`config.mk`:
```
export PLATFORM = sky130hd
export DESIGN_NAME = eth_type_dispatch
export DESIGN_NICKNAME = d
export VERILOG_FILES = /design/src/rtl/eth_type_dispatch.sv
export SDC_FILE = /design/constraint.sdc
export NUM_CORES = 1
export LEC_CHECK = 0
export ABC_AREA = 1
export CORE_AREA = 2 2 573 575
export DETAILED_ROUTE_END_ITERATION = 6
export DIE_AREA = 0 0 575 577
export SETUP_SLACK_MARGIN = 0.1
export SLEW_MARGIN = 30
export SYNTH_ARGS = -nofsm -noshare
export SYNTH_HDL_FRONTEND = slang
export SYNTH_SLANG_ARGS = --single-unit
```
`constraint.sdc`:
```
create_clock -name clk -period 1.6 [get_ports clk]
set_input_delay 0.32 -clock clk [delete_from_list [all_inputs] [get_ports clk]]
set_output_delay 0.32 -clock clk [all_outputs]
set_load 0.03 [all_outputs]
```
`src/rtl/eth_type_dispatch.sv`:
```
// rtl/eth_type_dispatch.sv - steers formatter frames to IPv4/ARP consumers, drains and counts others
module eth_type_dispatch #(
  parameter int DATA_W     = 512,
  parameter int PADBYTES_W = 6,
  parameter int SIZE_W     = 16,
  parameter int TS_W       = 64,
  parameter int ETH_HDR_W  = 112,
  parameter int DROP_CNT_W = 32
) (
  input  logic                  clk,
  input  logic                  rst,
  input  logic                  src_disp_hdr_val,
  input  logic [ETH_HDR_W-1:0]  src_disp_eth_hdr,
  input  logic [SIZE_W-1:0]     src_disp_data_size,
  input  logic [TS_W-1:0]       src_disp_timestamp,
  output logic                  disp_src_hdr_rdy,
  input  logic                  src_disp_data_val,
  input  logic [DATA_W-1:0]     src_disp_data,
  input  logic                  src_disp_data_last,
  input  logic [PADBYTES_W-1:0] src_disp_data_padbytes,
  output logic                  disp_src_data_rdy,
  output logic                  disp_ip_hdr_val,
  output logic                  disp_arp_hdr_val,
  input  logic                  ip_disp_hdr_rdy,
  input  logic                  arp_disp_hdr_rdy,
  output logic [ETH_HDR_W-1:0]  disp_dst_eth_hdr,
  output logic [SIZE_W-1:0]     disp_dst_data_size,
  output logic [TS_W-1:0]       disp_dst_timestamp,
  output logic                  disp_ip_data_val,
  output logic                  disp_arp_data_val,
  input  logic                  ip_disp_data_rdy,
  input  logic                  arp_disp_data_rdy,
  output logic [DATA_W-1:0]     disp_dst_data,
  output logic                  disp_dst_data_last,
  output logic [PADBYTES_W-1:0] disp_dst_data_padbytes,
  output logic [DROP_CNT_W-1:0] disp_drop_cnt
);

  localparam logic [15:0] ETH_TYPE_IPV4 = 16'h0800;
  localparam logic [15:0] ETH_TYPE_ARP  = 16'h0806;

  typedef enum logic [1:0] {HDR_WAIT, HDR_OUT, DATA_PASS, DATA_DROP} state_t;
  typedef enum logic [1:0] {DEST_NONE, DEST_IP, DEST_ARP} dest_t;

  state_t                r_state;
  state_t                w_next_state;
  dest_t                 r_dest;
  dest_t                 w_hdr_dest;
  logic [ETH_HDR_W-1:0]  r_eth_hdr;
  logic [SIZE_W-1:0]     r_data_size;
  logic [TS_W-1:0]       r_timestamp;
  logic [DROP_CNT_W-1:0] r_drop_cnt;
  logic                  w_hdr_accept;
  logic                  w_drop_done;

  assign w_hdr_accept = (r_state == HDR_WAIT) && src_disp_hdr_val;

  always_comb begin
    w_hdr_dest = DEST_NONE;
    if (src_disp_eth_hdr[15:0] == ETH_TYPE_IPV4) begin
      w_hdr_dest = DEST_IP;
    end else if (src_disp_eth_hdr[15:0] == ETH_TYPE_ARP) begin
      w_hdr_dest = DEST_ARP;
    end
  end

  always_ff @(posedge clk) begin
    if (rst) begin
      r_state     <= HDR_WAIT;
      r_dest      <= DEST_NONE;
      r_eth_hdr   <= '0;
      r_data_size <= '0;
      r_timestamp <= '0;
      r_drop_cnt  <= '0;
    end else begin
      r_state <= w_next_state;
      if (w_hdr_accept) begin
        r_dest      <= w_hdr_dest;
        r_eth_hdr   <= src_disp_eth_hdr;
        r_data_size <= src_disp_data_size;
        r_timestamp <= src_disp_timestamp;
      end
      if (w_drop_done && (r_drop_cnt != '1)) begin
        r_drop_cnt <= r_drop_cnt + {{(DROP_CNT_W-1){1'b0}}, 1'b1};
      end
    end
  end

  always_comb begin
    w_next_state      = r_state;
    w_drop_done       = 1'b0;
    disp_src_hdr_rdy  = 1'b0;
    disp_src_data_rdy = 1'b0;
    disp_ip_hdr_val   = 1'b0;
    disp_arp_hdr_val  = 1'b0;
    disp_ip_data_val  = 1'b0;
    disp_arp_data_val = 1'b0;
    case (r_state)
      HDR_WAIT: begin
        // Early payload is held off upstream until the header has been routed.
        disp_src_hdr_rdy = 1'b1;
        if (src_disp_hdr_val) begin
          w_next_state = (w_hdr_dest == DEST_NONE) ? DATA_DROP : HDR_OUT;
        end
      end
      HDR_OUT: begin
        disp_ip_hdr_val  = (r_dest == DEST_IP);
        disp_arp_hdr_val = (r_dest == DEST_ARP);
        if ((r_dest == DEST_IP && ip_disp_hdr_rdy) || (r_dest == DEST_ARP && arp_disp_hdr_rdy)) begin
          w_next_state = DATA_PASS;
        end
      end
      DATA_PASS: begin
        disp_ip_data_val  = (r_dest == DEST_IP) && src_disp_data_val;
        disp_arp_data_val = (r_dest == DEST_ARP) && src_disp_data_val;
        disp_src_data_rdy = (r_dest == DEST_IP) ? ip_disp_data_rdy : arp_disp_data_rdy;
        if (src_disp_data_val && disp_src_data_rdy && src_disp_data_last) begin
          w_next_state = HDR_WAIT;
        end
      end
      DATA_DROP: begin
        disp_src_data_rdy = 1'b1;
        if (src_disp_data_val && src_disp_data_last) begin
          w_drop_done  = 1'b1;
          w_next_state = HDR_WAIT;
        end
      end
      default: w_next_state = HDR_WAIT;
    endcase
  end

  assign disp_dst_eth_hdr       = r_eth_hdr;
  assign disp_dst_data_size     = r_data_size;
  assign disp_dst_timestamp     = r_timestamp;
  assign disp_dst_data          = src_disp_data;
  assign disp_dst_data_last     = src_disp_data_last;
  assign disp_dst_data_padbytes = src_disp_data_padbytes;
  assign disp_drop_cnt          = r_drop_cnt;

endmodule
```
# ---- Yosys cells after proc, flatten, opt, wreduce, memory -nomap -nowiden
# Cells that the tools add are included.
# W data, S select, Z words.
dict set report classes {
  add_sub_neg 1
  eq_ne 12
  mux 17
  n_reduce_logical 13
}
# op count
set op_table {}
lappend op_table {{$add A32 B1 Y32 const B} 1}
lappend op_table {{$eq A16 B12 Y1 const B} 2}
lappend op_table {{$ne A32 B32 Y1 const B} 1}
lappend op_table {{$mux W2} 7}
lappend op_table {{$logic_and A1 B1 Y1} 9}
lappend op_table {{$mux W1} 8}
lappend op_table {{$ne A2 B2 Y1 const B} 4}
lappend op_table {{$pmux W2 S4} 1}
lappend op_table {{$eq A2 B2 Y1 const B} 3}
lappend op_table {{$eq A2 B1 Y1 const B} 2}
lappend op_table {{$logic_not A2 Y1} 2}
lappend op_table {{$reduce_and A4 Y1} 1}
lappend op_table {{$pmux W1 S2} 1}
lappend op_table {{$logic_or A1 B1 Y1} 1}
dict set report word_totals {
  regBits 228
  in_bits 719
  word_cells 49
}

# ---- Logic depth before layout (Yosys ltp)
dict set report depth {
  depth_word 7
  mapped_depth 11
}

# ---- Least setup slack after synthesis
# OpenSTA, ideal clock, no wires.
dict set report synth_path {
  path_type {register to register}
  start {reg r_drop_cnt[0], in the netlist disp_drop_cnt[0]}
  end {reg r_drop_cnt[5], in the netlist disp_drop_cnt[5]}
  arrival_time_ns 1.845
  path_slack_ns -0.316
  path_stages_with_launch 12
  cell_sequence {dfxtp_1 > ha_1 > nand2_2 > nor2_4 > nand2_4 > nor2_8 > nand2_4 > nand2_4 > buf_12 > buf_12 > nand2_1 > a21oi_2}
}
dict set report synth_via {
  elab_chain_len 2
  elab_cells_between_ends 3
  cone_classes {add/sub (1); eq/ne (1); reduce/logical (1)}
}
# item line
set synth_lines {}
lappend synth_lines {{start, declared} 52} ;# logic [DROP_CNT_W-1:0] r_drop_cnt;
lappend synth_lines {{start signal, assigned} 84} ;# r_drop_cnt <= r_drop_cnt + {{(DROP_CNT_W-1){1'b0}}, 1'b1};
lappend synth_lines {{parallel branches: the longest is 2 deep, another holds $add A32 B1 Y32} -}
# Parallel ways; which one is timed is not known.
# A chain may end at the register's enable or synchronous reset.

# ---- Worst setup path after layout
dict set report layout_path {
  start {reg r_dest[0]}
  end {out disp_ip_data_val}
}
dict set report layout_via {
  elab_chain_len 3
}
# item line
set layout_lines {}
lappend layout_lines {{start, declared} 47} ;# dest_t r_dest;
lappend layout_lines {{start signal, assigned} 78} ;# r_dest <= w_hdr_dest;
lappend layout_lines {{$eq A2 B1 Y1} 114} ;# disp_ip_data_val = (r_dest == DEST_IP) && src_disp_data_val;
lappend layout_lines {{$logic_and A1 B1 Y1} 114}
lappend layout_lines {{$mux W1} 98} ;# case (r_state)
lappend layout_lines {{end, declared} 29} ;# output logic disp_ip_data_val,
# Every way passes these cells.

==> summary.txt <==
Synthesis
  • Dominant cells by area after synthesis: dfxtp_1, buf_4, nor2_1, o21ai_0, nand2_1
  • Netlist cell types: 27
  • Post-synth EDFFs: 0
  • Synth Area in Adders: 0.0965%
  • Most common cell in the netlist: buf_4
  • Mux cell area share after synthesis: 0%
  • Post-Synthesis Cells: 1,760
  • Asr flop ratio synth: 0%
  • Syn. warnings: 0
  • Prevailing post-synth register cell: dfxtp_1
  • Synth Area in XOR/XNOR: 1.01%
  • Post-Synth Simple-Gate Area: 20.2%
  • Synth area leader: dfxtp_1
  • Synth Net Count: 2,480
  • Yosys reg bits: 228
  • Avg Cell Area, Syn: 7.36 sq um
  • Post-synthesis compound-gate area fraction: 9.47%
  • Seq/Total Area, Yosys: 35.2%
  • Post-Synthesis Cell Area: 13,000 sq um
  • Most frequent cells after synthesis: buf_4, nor2_1, dfxtp_1
  • Post-synth top area share: 35.2%
  • Largest family of logic cells by synthesized area: buffers and inverters

Detailed routing
  • Number of remaining DRC errors: 0
  • Post-route ant nets: 0
  • Drt via density: 2.03
  • 1st-pass router iterations: 7
  • Total number of vias: 12,600
  • Detailed-route wire length: 238,000 um
  • Drt wl/cell: 38.3 um
  • Initial drt markers: 731

Final layout
  • Area Overhead vs Synth: 82.4%
  • Nets: 2,554
  • Layout cell share with drive strength beyond 1: 45.8%

Power and ir drop
  • Worst ir drop on vdd: 923 uV
  • Clock power frac: 29.9%
  • Combinational Power Share: 40.3%
  • Sw Share: 39.2%
  • Pleak: 7.81 nW
  • Internal power: 15.4 mW
  • P_sw: 9.90 mW
  • Reg power frac: 29.8%
  • Pwr Density: 1070 nW/um^2

Die
  • Die Span Y: 577 um
  • Overall die width: 575 um
  • Core area: 326,000 sq um
  • Initial Util: 3.98%
  • Die area: 332,000 sq um
  • I/O pin total: 1,468
  • Rows: 210

Placement
  • Dpl ws: -608 ps
  • RePlAce Congestion: 0.966
  • HPWL Detailed: 217,000 um
  • Port buffer count: 431

Global route
  • First-pass GRT wire length: 263,000 um
  • Remaining global-route overflow: 0
  • Largest net degree at the start of global routing: 72
  • Number of global-route vias before repair: 11,700
  • Antenna violations before repair: 90
  • Total GRT Usage: 13.6%

STA
  • Setup Skew: 18.8 ps
  • Final critical-path required period: 2010 ps
  • Fin. Hold Viols: 0
  • Final Max Slew Viols: 0
  • RSZ-0062 raised after global routing: yes
  • Period utilization: 125%
  • Final setup TNS: -5190 ps
  • Slew @ Worst Pin: 564 ps
  • Setup ws final: -406 ps
  • Rel. slew slack: 62.4%
  • Max frequency: 499 MHz
  • Final setup viols: 44

Clocking
  • Clock buffer depth: 3
  • Sink Count: 228
  • CTS Buf Count: 31
  • Clk slew on worst S/H paths: 60 ps
  • Worst-Skew Late Latency: 670 ps
  • H-tree levels: 1
  • Clock Root Buffer: clkbuf_16
  • CTS tree: built

Setup path
  • Crit-path slowest cell: dfxtp_2
  • Largest delay contributor family on the critical path: buffers and inverters
  • Arrival time worst endpoint: 1690 ps
  • Crit path kind: reg2out
  • Worst path required time: 1280 ps
  • Worst setup EP type: primary output
  • Crit-path cells: buf_12, nand2_8, buf_6, nor3_4, buf_12
  • CP Launch Type: flip-flop
  • Max FO, Critical Path: 4
  • Max stage delay on crit path: 340 ps
  • CP Buf/Inv Count: 3
  • Crit path top cell by count: buf_12

Run
  • Reported max-cap violation count: 0

Run status
  • Failing checks: setup timing
  • Status: finished, violations left

Hold path
  • HP Class: in2reg
==> power groups by stage <==
stage	clock network (mW)	registers, mW	logic [mW]
finish	7.55	7.53	10.2
global route	8.07	7.63	11.0
CTS	7.98	7.38	9.67
detailed placement	0	7.35	9.17
global placement	0	7.33	9.19
floorplan	0	8.73	4.22
==> path summary, 6_finish.rpt <==
path                               start                endpoint  slack (ps)  cells after the start
setup / recovery               r_dest[0]        disp_ip_data_val        -410                      5
hold / removal      src_disp_eth_hdr[73]    disp_dst_eth_hdr[73]         260                      3
setup reg to reg              r_state[0]       disp_drop_cnt[18]        -160                     12
hold reg to reg   disp_dst_timestamp[22]  disp_dst_timestamp[22]         480                      2
==> worst register-to-register path, cell delays in order, from the launching register on <==
cell and delay [ps]:
dfxtp_2 340, buf_6 100, inv_4 30, buf_6 120
buf_4 140, nor3_4 210, buf_12 160, buf_6 110
buf_6 100, buf_4 100, nand3_2 70, o21ai_1 130
nor2_1 40
==> area by class of cell <==
class | instances | area [sq um]
multi-input combinational | 901 | 4420
timing repair inverter | 1 | 8.76
inverter | 41 | 203
timing repair buffer | 630 | 7550
clock inverter | 13 | 170
clock buffer | 41 | 873
sequential | 228 | 4940
antenna | 16 | 40.0
tap | 4346 | 5440
fill | 38300 | 302000
==> state kept, by name, summed over array words and instances (netlist names) <==
signal              flops
disp_dst_data_size     16
disp_dst_eth_hdr      112
r_dest                  2
disp_drop_cnt          32
disp_dst_timestamp     64
r_state                 2
==> kinds of logic (layout without fill, tap and decap cells) <==
group / count (synthesis) / in the layout
XOR/XNOR: 15 / 15
other: 0 / 16
buffers and inverters: 632 / 726
adder cells (fa/ha/maj): 1 / 1
flip-flops: 228 / 228
AND/OR/NAND/NOR: 654 / 655
AO/OA/AOI/OAI: 230 / 230
==> layout by cell type (no fill, tap or decap), drive strengths merged, types with 21 or more instances in the layout <==
cell / netlist / layout
buf: 543 / 425
inv: 41 / 42
dfxtp: 228 / 228
clkdlybuf4s50: 0 / 198
nand2: 164 / 165
nand3: 21 / 21
nor2: 460 / 460
a21oi: 30 / 30
clkbuf: 47 / 46
o21ai: 199 / 199
==> per-layer routing <==
layer / GRT usage [%] / routed length [um] / vias up
li1: - / - / 5168
met1: 6.31 / 38900 / 5429
met2: 20.2 / 98600 / 1508
met3: 22.5 / 84100 / 515
met4: 7.56 / 16000 / 14
met5: 0.531 / 296 / -
==> what timing repair did <==
| item | in CTS | in global routing |
|---|---|---|
| gates cloned | 6 | 6 |
| buffers inserted | 34 | 23 |
| pin swaps | 21 | 21 |
| endpoints found under the hold margin | 2 | 0 |
| endpoints found under the setup margin | 444 | 445 |
| hold buffers | 1 | 0 |
| resized for setup | 952 | 339 |
==> per-stage QoR <==
step	cells	utilization (%)	hold slack (ps)	power [mW]	area (sq um)
3_5_place_dp	6079	6.28	473	16.5	20500
2_1_floorplan	1760	-	460	13.0	13100
3_3_place_gp	6079	6.28	465	16.5	20500
5_1_grt	6205	7.25	257	26.7	23600
6_report	6217	7.25	258	25.3	23600
4_1_cts	6174	6.91	204	25.0	22500
Note: power is estimated with default switching activity, not from simulation.
